## config.mk

```make
export PLATFORM = sky130hd
export DESIGN_NAME = des_round_ctrl
export DESIGN_NICKNAME = d
export VERILOG_FILES = /design/src/rtl/des_pkg.sv /design/src/rtl/des_key_sched.sv /design/src/rtl/des_round_ctrl.sv
export SDC_FILE = /design/constraint.sdc
export NUM_CORES = 1
export LEC_CHECK = 0
export CAP_MARGIN = 40
export CORE_AREA = 2 2 145 147
export DETAILED_ROUTE_END_ITERATION = 10
export DIE_AREA = 0 0 147 149
export HOLD_SLACK_MARGIN = 0.02
export PLACE_DENSITY = 0.81
export SETUP_SLACK_MARGIN = 0.2
export SLEW_MARGIN = 20
export SYNTH_ARGS = -nofsm -noshare
export SYNTH_HDL_FRONTEND = slang
export SYNTH_SLANG_ARGS = --single-unit
```

## constraint.sdc

```tcl
create_clock -name clk -period 4.4 [get_ports clk]
set_input_delay 0.44 -clock clk [delete_from_list [all_inputs] [get_ports clk]]
set_output_delay 0.44 -clock clk [all_outputs]
set_load 0.05 [all_outputs]
```

## src/rtl/des_pkg.sv

```systemverilog
// Shared state encoding, DES key-rotation schedule and PC2 selection used by the
// DES round controller and its key scheduler.
package des_pkg;

    typedef enum logic [1:0] {
        IDLE  = 2'd0,
        ROUND = 2'd1,
        WAIT  = 2'd2,
        DONE  = 2'd3
    } state_t;

    localparam int PC2_TAB [48] = '{
        14, 17, 11, 24,  1,  5,
         3, 28, 15,  6, 21, 10,
        23, 19, 12,  4, 26,  8,
        16,  7, 27, 20, 13,  2,
        41, 52, 31, 37, 47, 55,
        30, 40, 51, 45, 33, 48,
        44, 49, 39, 56, 34, 53,
        46, 42, 50, 36, 29, 32
    };

    // SHIFT[1..16]; indices outside the schedule rotate by zero.
    function automatic logic [1:0] shift_of(input logic [4:0] idx);
        case (idx)
            5'd1, 5'd2, 5'd9, 5'd16:                  return 2'd1;
            5'd3, 5'd4, 5'd5, 5'd6, 5'd7, 5'd8,
            5'd10, 5'd11, 5'd12, 5'd13, 5'd14, 5'd15: return 2'd2;
            default:                                  return 2'd0;
        endcase
    endfunction

    function automatic logic [27:0] rotl28(input logic [27:0] x, input logic [1:0] n);
        case (n)
            2'd1:    return {x[26:0], x[27]};
            2'd2:    return {x[25:0], x[27:26]};
            default: return x;
        endcase
    endfunction

    function automatic logic [27:0] rotr28(input logic [27:0] x, input logic [1:0] n);
        case (n)
            2'd1:    return {x[0], x[27:1]};
            2'd2:    return {x[1:0], x[27:2]};
            default: return x;
        endcase
    endfunction

    // Table positions count from 1 at the MSB of {C,D}.
    function automatic logic [47:0] pc2(input logic [55:0] cd);
        logic [47:0] k;
        k = '0;
        for (int i = 0; i < 48; i++) begin
            k[47-i] = cd[56-PC2_TAB[i]];
        end
        return k;
    endfunction

endpackage

```

## src/rtl/des_key_sched.sv

```systemverilog
// C/D key registers for the DES round controller: loads the first-round key
// halves, rotates them per round (left to encrypt, right to decrypt) and emits PC2.
module des_key_sched
    import des_pkg::*;
(
    input  logic        clk,
    input  logic        rst_n,
    input  logic        load,
    input  logic        step,
    input  logic        mode,
    input  logic [55:0] key_in,
    input  logic [3:0]  round,
    output logic [47:0] subkey
);

    logic [27:0] c_q, c_d;
    logic [27:0] d_q, d_d;
    logic [1:0]  amt;

    // Decrypt starts from K16's halves, which equal the unrotated key after a full 28-bit cycle.
    always_comb begin
        c_d = c_q;
        d_d = d_q;
        amt = 2'd0;
        if (load) begin
            if (mode) begin
                c_d = key_in[55:28];
                d_d = key_in[27:0];
            end else begin
                c_d = rotl28(key_in[55:28], 2'd1);
                d_d = rotl28(key_in[27:0], 2'd1);
            end
        end else if (step) begin
            if (mode) begin
                amt = shift_of(5'd16 - {1'b0, round});
                c_d = rotr28(c_q, amt);
                d_d = rotr28(d_q, amt);
            end else begin
                amt = shift_of({1'b0, round} + 5'd2);
                c_d = rotl28(c_q, amt);
                d_d = rotl28(d_q, amt);
            end
        end
    end

    always_ff @(posedge clk or negedge rst_n) begin
        if (!rst_n) begin
            c_q <= '0;
            d_q <= '0;
        end else begin
            c_q <= c_d;
            d_q <= d_d;
        end
    end

    assign subkey = pc2({c_q, d_q});

endmodule

```

## src/rtl/des_round_ctrl.sv

```systemverilog
// Iterative DES round controller: sequences 16 Feistel rounds around an external
// f-function with 0 or 1 registered stages and hands back the pre-output block.
module des_round_ctrl
    import des_pkg::*;
#(
    parameter int F_LATENCY = 0
) (
    input  logic        clk,
    input  logic        rst_n,
    input  logic        in_valid,
    output logic        in_ready,
    input  logic        decrypt,
    input  logic [63:0] block_in,
    input  logic [55:0] key_in,
    output logic [31:0] f_r,
    output logic [47:0] f_subkey,
    input  logic [31:0] f_result,
    output logic        out_valid,
    input  logic        out_ready,
    output logic [63:0] block_out,
    output logic        busy,
    output logic [3:0]  round
);

    state_t      state_q, state_d;
    logic [31:0] l_q, l_d;
    logic [31:0] r_q, r_d;
    logic [3:0]  round_q, round_d;
    logic        mode_q, mode_d;
    logic        out_valid_q, out_valid_d;
    logic        busy_q, busy_d;
    logic        in_ready_q, in_ready_d;
    logic        accept;
    logic        complete;
    logic        key_mode;

    // A round completes in ROUND when f is combinational, otherwise in the WAIT that follows.
    always_comb begin
        state_d  = state_q;
        l_d      = l_q;
        r_d      = r_q;
        round_d  = round_q;
        mode_d   = mode_q;
        accept   = 1'b0;
        complete = 1'b0;
        case (state_q)
            IDLE: begin
                if (in_valid && in_ready_q) begin
                    accept  = 1'b1;
                    l_d     = block_in[63:32];
                    r_d     = block_in[31:0];
                    mode_d  = decrypt;
                    round_d = 4'd0;
                    state_d = ROUND;
                end
            end
            ROUND: begin
                if (F_LATENCY == 0) begin
                    complete = 1'b1;
                end else begin
                    state_d = WAIT;
                end
            end
            WAIT: complete = 1'b1;
            DONE: begin
                if (out_ready) begin
                    state_d = IDLE;
                end
            end
            default: state_d = IDLE;
        endcase

        if (complete) begin
            l_d = r_q;
            r_d = l_q ^ f_result;
            if (round_q == 4'd15) begin
                round_d = 4'd0;
                state_d = DONE;
            end else begin
                round_d = round_q + 4'd1;
                state_d = ROUND;
            end
        end

        out_valid_d = (state_d == DONE);
        busy_d      = (state_d != IDLE);
        in_ready_d  = (state_d == IDLE);
    end

    always_ff @(posedge clk or negedge rst_n) begin
        if (!rst_n) begin
            state_q     <= IDLE;
            l_q         <= '0;
            r_q         <= '0;
            round_q     <= '0;
            mode_q      <= 1'b0;
            out_valid_q <= 1'b0;
            busy_q      <= 1'b0;
            in_ready_q  <= 1'b1;
        end else begin
            state_q     <= state_d;
            l_q         <= l_d;
            r_q         <= r_d;
            round_q     <= round_d;
            mode_q      <= mode_d;
            out_valid_q <= out_valid_d;
            busy_q      <= busy_d;
            in_ready_q  <= in_ready_d;
        end
    end

    assign key_mode = accept ? decrypt : mode_q;

    des_key_sched u_key_sched (
        .clk    (clk),
        .rst_n  (rst_n),
        .load   (accept),
        .step   (complete),
        .mode   (key_mode),
        .key_in (key_in),
        .round  (round_q),
        .subkey (f_subkey)
    );

    assign in_ready  = in_ready_q;
    assign out_valid = out_valid_q;
    assign busy      = busy_q;
    assign f_r       = r_q;
    assign block_out = {r_q, l_q};
    assign round     = round_q;

endmodule

```

==> results.json, run 1 <==
{
  "fillCellCount": 1695,
  "fmax_mhz": 277,
  "synth.avg_cell_area_sq_um": 10.2,
  "yosysTopAreaCellShare": 0.342,
  "hp-class": "in -> async",
  "relSlewSlack": 0.512,
  "status": "finished clean",
  "post_cts_buffers": 0,
  "cts_max_path_buffers": 2,
  "r2r-end": "u_key_sched.c_q[25]$_DFFE_PN0P_",
  "wl_per_cell_microns": 18.6,
  "max_cap_violations": 0,
  "crit_fanout": 38,
  "grt_pass1_vias": 7514,
  "setup_viol": 0,
  "cts.htree.levels": 4,
  "die_x_microns": 147,
  "r2r_start": "round[0]$_DFFE_PN0P_",
  "use_met2": 0.398,
  "ys_seq_elements": 130,
  "synth_cell_types": 42,
  "power_density_nw_per_um2": 936,
  "end_kind": "flop",
  "grt_max_degree": 63,
  "critPathRequiredTime_ns": 4.70,
  "grt_pass1_wl_microns": 40700,
  "drv_slew": 0,
  "rsz0062_at_grt": "no",
  "async_flop_share": 1.00,
  "finalCritPeriodShare": 0.822,
  "drt_iter0_drc": 447,
  "grt_remaining_overflow": 0,
  "numClockSinks": 130,
  "cp_common_cell": "ha_1",
  "yosysSeqAreaShare": 0.345,
  "power_leakage_nw": 5.64,
  "cts_tree": "built",
  "finalHoldViolCount": 0,
  "clkTransAtPathRegs_ns": 0.06,
  "place_area_sq_um": 12100,
  "cpMaxStageDelayCell": "dfrtp_1",
  "layout_commonest_cell": "clkdlybuf4s50_1",
  "synth_cells": 924,
  "wl_microns": 26200,
  "synth_edf_count": 0,
  "root_buffer": "clkbuf_16",
  "stdcell_count": 1403,
  "hpwl_microns": 18400,
  "ff2ff_setup_slack_ns": 0.78,
  "setup_tns_ns": 0,
  "drtPass1Iterations": 4,
  "rows": 53,
  "critPathArrivalTime_ns": 3.91,
  "top_usage_layer": "met2",
  "dpl.cell_count": 1368,
  "start_util": 0.459,
  "numPortBuffers": 307,
  "design_area_sq_um": 12800,
  "startpoint": "round[0]$_DFFE_PN0P_",
  "skew_ns": 0.0126,
  "synth.net_count": 1096,
  "clock_latency_ns": 0.42,
  "crit_type": "reg -> reg",
  "final_net_count": 1285,
  "ant_nets": 0,
  "fin_crit_ns": 3.62,
  "viasPerCell": 5.50,
  "cts_buffers": 17,
  "finalPower_mw": 12.0,
  "vias": 7718,
  "worstSetupEndpoint": "u_key_sched.c_q[25]$_DFFE_PN0P_",
  "drive_gt1_frac": 0.0817,
  "die_h_microns": 149,
  "rr_worst_depth": 10,
  "routabilityCongestion": 0.842,
  "grt_use_met1": 0.299,
  "yosysWarnings": 0,
  "antenna_found_initial": 2,
  "ir_worst_vdd_uv": 681,
  "mostFrequentLayoutCells": "clkdlybuf4s50_1, mux2i_1, dfrtp_1",
  "die_area_sq_um": 21900,
  "tightest_slew_ns": 0.732,
  "num_io_pins": 308,
  "cp_cell_sequence": "inv_1 > ha_1 > or4bb_1 > o211ai_1 > a32oi_1 > ha_1 > mux2_4 > o21a_2 > buf_12 > a221o_1",
  "synthFlopType": "dfrtp_1",
  "syn_area_sq_um": 9430,
  "yosysTopAreaCell": "dfrtp_1",
  "remaining_drc_errors": 0,
  "syn2layout_area_growth_pct": 35.6,
  "ys_top_cells_by_area": "dfrtp_1, mux2i_1, buf_4, a221o_1, mux2_2",
  "critPathLaunchType": "flop",
  "cp_slowest_stage_delay_ns": 0.54,
  "use_met3": 0.0523,
  "grt_use_total": 0.233,
  "core_sq_um": 20600
}
-- layout make-up --
type / instances / area (sq um) / area share
Timing Repair Buffer: 323 / 3280 / 0.256
Antenna cell: 2 / 5.00 / 0.000391
Sequential cell: 130 / 3260 / 0.255
Clock inverter: 12 / 180 / 0.0141
Inverter: 7 / 26.3 / 0.00205
Clock buffer: 20 / 447 / 0.0349
Multi-Input combinational cell: 634 / 5250 / 0.410
Tap cell: 275 / 344 / 0.0269
-- metal layers --
layer,up-vias,part of all wire
li1,3664,-
met1,3751,0.43
met2,279,0.50
met3,24,0.063
met4,0,0.012
met5,-,0
-- cell usage after synthesis (all sizes together) (2+ instances only) --
| cell type | count |
|---|---|
| a221o | 57 |
| o21a | 2 |
| buf | 122 |
| inv | 7 |
| nor2b | 4 |
| mux2 | 34 |
| a21oi | 34 |
| nand2 | 3 |
| nor2 | 92 |
| clkbuf | 31 |
| o21ai | 69 |
| xnor2 | 33 |
| nand4 | 2 |
| a32oi | 2 |
| mux2i | 261 |
| dfrtp | 129 |
| nand3 | 7 |
| o211ai | 2 |
| ha | 15 |
-- state kept, by name (all words and copies together) (netlist names) --
name             cells
u_key_sched.c_q     28
busy                 1
f_r                 32
state_q              2
l_q                 32
u_key_sched.d_q     28
mode_q               1
in_ready             1
round                4
out_valid            1
-- stage by stage --
stage | utilization | setup WS, ns | hold WS [ns]
4_1_cts | 0.622 | 0.805 | 0.549
6_report | 0.622 | 0.784 | 0.530
5_1_grt | 0.622 | 0.625 | 0.568
3_5_place_dp | 0.591 | 0.796 | 0.430
2_1_floorplan | - | 0.922 | 0.144
3_3_place_gp | 0.584 | 0.828 | 0.429
-- kinds of logic after synthesis --
| kind of cell | share of synthesized area |
|---|---|
| adders and majority gates | 0.0199 |
| AOI/OAI and AO/OA | 0.127 |
| DFF | 0.345 |
| muxes | 0.318 |
| xor gates and xnor gates | 0.0316 |
| and+or+nand+nor | 0.0532 |
| buffers and inverters | 0.105 |
-- worst max-delay path, delay by kind of cell, from the launching register on --
kind | cells | cell delay [ns]
mux | 1 | 0.27
simple gates | 1 | 0.51
flops | 1 | 0.54
compound gates | 4 | 1.02
buf+inv | 2 | 0.41
fa+ha+maj | 2 | 0.75
-- worst min-delay path by stage --
stage / startpoint / to / slack [ns] / cells past startpoint
after floorplan: rst_n / busy$_DFF_PN0_ / 0.14 / 0
after global placement: rst_n / u_key_sched.c_q[10]$_DFFE_PN0P_ / 0.43 / 1
after detailed placement: rst_n / u_key_sched.c_q[12]$_DFFE_PN0P_ / 0.43 / 1
after CTS: rst_n / u_key_sched.c_q[11]$_DFFE_PN0P_ / 0.55 / 2
after global routing: rst_n / u_key_sched.c_q[12]$_DFFE_PN0P_ / 0.57 / 2
final: rst_n / u_key_sched.c_q[12]$_DFFE_PN0P_ / 0.53 / 2
-- timing repair --
item | 4_1_cts | 5_1_grt
hold buffers | 1 | 0
gates resized for setup | 0 | 0
endpoints found under the hold margin | 49 | 0
endpoints found under the setup margin | 0 | 0
-- power breakdown --
group          internal, mW  leakage (nW)  switching, mW  total, mW
clock network         0.967         0.301          0.547       1.51
logic                  3.27          3.72           4.96       8.23
registers              1.68          1.62          0.545       2.22
(Power assumes the default switching activity.)
==> run 2, diff against run 1 <==
--- a/config.mk
+++ b/config.mk
@@ -6,11 +6,11 @@
 export NUM_CORES = 1
 export LEC_CHECK = 0
 export CAP_MARGIN = 40
-export CORE_AREA = 2 2 145 147
+export CORE_AREA = 2 2 152 154
 export DETAILED_ROUTE_END_ITERATION = 10
-export DIE_AREA = 0 0 147 149
+export DIE_AREA = 0 0 154 156
 export HOLD_SLACK_MARGIN = 0.02
-export PLACE_DENSITY = 0.81
+export PLACE_DENSITY = 0.77
 export SETUP_SLACK_MARGIN = 0.2
 export SLEW_MARGIN = 20
 export SYNTH_ARGS = -nofsm -noshare
==> constraint.sdc (replaced) <==
create_clock -name clk -period 3.1 [get_ports clk]
set_input_delay 0.31 -clock clk [delete_from_list [all_inputs] [get_ports clk]]
set_output_delay 0.31 -clock clk [all_outputs]
set_load 0.05 [all_outputs]
==> run 2 against run 1 <==
  * Worst setup slack worse by 0.61 ns
  * Critical path depth unchanged
  * Clock skew grew 0.0032 ns
  * Cell area increased by 3.3%
  * Wire length up 8.9%
  * Register-to-register slack got worse by 0.61 ns
  * Clock-buffer cell count did not move
  * Global-route usage decreased by 0.55 points
  * Via count up 2.0%
==> results.json, run 2 (same netlist as run 1, synthesis figures left out) <==
{
  "status": "finished clean",
  "die_h_microns": 156,
  "rr_worst_depth": 10,
  "fmax_mhz": 341,
  "drt_iter0_drc": 460,
  "grt_pass1_vias": 7901,
  "route.met2.wl_microns": 14200,
  "rsz0062_at_grt": "yes",
  "fillCellCount": 1879,
  "cts_tree": "built",
  "start_util": 0.422,
  "critPathRequiredTime_ns": 3.40,
  "wl_per_cell_microns": 19.9,
  "wl_microns": 28500,
  "crit_type": "reg -> reg",
  "numClockSinks": 130,
  "wl_met3_microns": 1590,
  "drv_slew": 0,
  "mostFrequentLayoutCells": "clkdlybuf4s50_1, mux2i_1, dfrtp_1",
  "ant_nets": 0,
  "skew_ns": 0.0158,
  "clock_latency_ns": 0.42,
  "core_sq_um": 22400,
  "worstSetupEndpoint": "u_key_sched.d_q[25]$_DFFE_PN0P_",
  "clkTransAtPathRegs_ns": 0.06,
  "numPortBuffers": 307,
  "syn2layout_area_growth_pct": 40.1,
  "num_io_pins": 308,
  "top_layer": "met4",
  "r2r_start": "round[1]$_DFFE_PN0P_",
  "fin_crit_ns": 2.93,
  "tightest_slew_ns": 0.732,
  "finalHoldViolCount": 0,
  "die_area_sq_um": 24000,
  "viasPerCell": 5.51,
  "grt_remaining_overflow": 0,
  "stdcell_count": 1429,
  "relSlewSlack": 0.512,
  "remaining_drc_errors": 0,
  "die_x_microns": 154,
  "hp-class": "in -> async",
  "setup_viol": 0,
  "vias": 7871,
  "cts_max_path_buffers": 2,
  "cts.htree.levels": 4,
  "fin_util": 0.591,
  "critPathLaunchType": "flop",
  "layout_commonest_cell": "clkdlybuf4s50_1",
  "hpwl_microns": 19100,
  "antenna_found_initial": 2,
  "critPathArrivalTime_ns": 3.23,
  "grt_use_total": 0.227,
  "ff2ff_setup_slack_ns": 0.17,
  "final_net_count": 1302,
  "dpl.cell_count": 1380,
  "cts_buffers": 17,
  "wl_met1_microns": 12000,
  "startpoint": "round[1]$_DFFE_PN0P_",
  "max_cap_violations": 0,
  "drtPass1Iterations": 5,
  "end_kind": "flop",
  "grt_pass1_wl_microns": 43400,
  "finalCritPeriodShare": 0.945,
  "setup_tns_ns": 0,
  "crit_fanout": 7,
  "drive_gt1_frac": 0.110,
  "rows": 55,
  "root_buffer": "clkbuf_16",
  "routabilityCongestion": 0.800,
  "r2r-end": "u_key_sched.d_q[25]$_DFFE_PN0P_",
  "grt_max_degree": 73,
  "holdWs_ns": 0.490
}
run 2: changes by cell type in the layout (fill, tap and decap cells not counted), sizes merged:
cell	delta
clkbuf	+3
inv	-1
buf	+14
clkinvlp	+1
clkinv	-1
run 2: metrics by stage:
step | setup WS, ns | instance area (sq um)
3_5_place_dp | 0.00207 | 12200
5_1_grt | 0.0865 | 13200
2_1_floorplan | 0.0554 | 9490
4_1_cts | 0.162 | 13000
3_3_place_gp | 0.0444 | 12200
6_report | 0.169 | 13200
run 2: worst max-delay path, cell delays in order (launching register included):
cell	delay [ns]
dfrtp_4	0.44
inv_6	0.05
ha_4	0.28
or4bb_1	0.39
o211ai_1	0.11
a32oi_2	0.15
ha_1	0.32
mux2_4	0.28
o21a_4	0.29
clkbuf_16	0.20
a221o_1	0.32
run 2: worst min-delay path by stage:
stage / start / endpoint / slack (ns) / depth (start not counted)
floorplan: rst_n / busy$_DFF_PN0_ / 0.01 / 0
global placement: rst_n / u_key_sched.c_q[8]$_DFFE_PN0P_ / 0.38 / 1
detailed placement: rst_n / u_key_sched.c_q[8]$_DFFE_PN0P_ / 0.39 / 1
CTS: rst_n / u_key_sched.c_q[7]$_DFFE_PN0P_ / 0.51 / 2
global route: block_in[58] / l_q[26]$_DFFE_PN0P_ / 0.53 / 3
finish: rst_n / u_key_sched.c_q[7]$_DFFE_PN0P_ / 0.49 / 2
run 2: per-layer routing:
| metal | vias to the layer above | global-route usage |
|---|---|---|
| li1 | 3706 | - |
| met1 | 3851 | 0.283 |
| met2 | 278 | 0.392 |
| met3 | 36 | 0.0461 |
| met4 | 0 | 0.0828 |
| met5 | - | 0 |
run 2: area by class of cell:
type	instances	area, sq um	area share
multi-input cells	634	5340	0.404
clock inverters	11	178	0.0135
flip-flops and latches	130	3270	0.247
diodes	2	5.00	0.000379
well taps	285	357	0.0270
clock buffers	20	457	0.0346
repair buffers	340	3570	0.270
inverters	7	36.3	0.00275
run 2: timing repair:
item,CTS,global route
hold endpoints to repair,70,0
hold buffers,1,0
pin swaps,17,9
setup buffers,7,1
gates cloned,3,4
gates resized for setup,9,10
setup endpoints to repair,56,56
Power of run 2 is not shown: default switching activity piles up to over one toggle a cycle in this logic, so the estimate is an artifact.
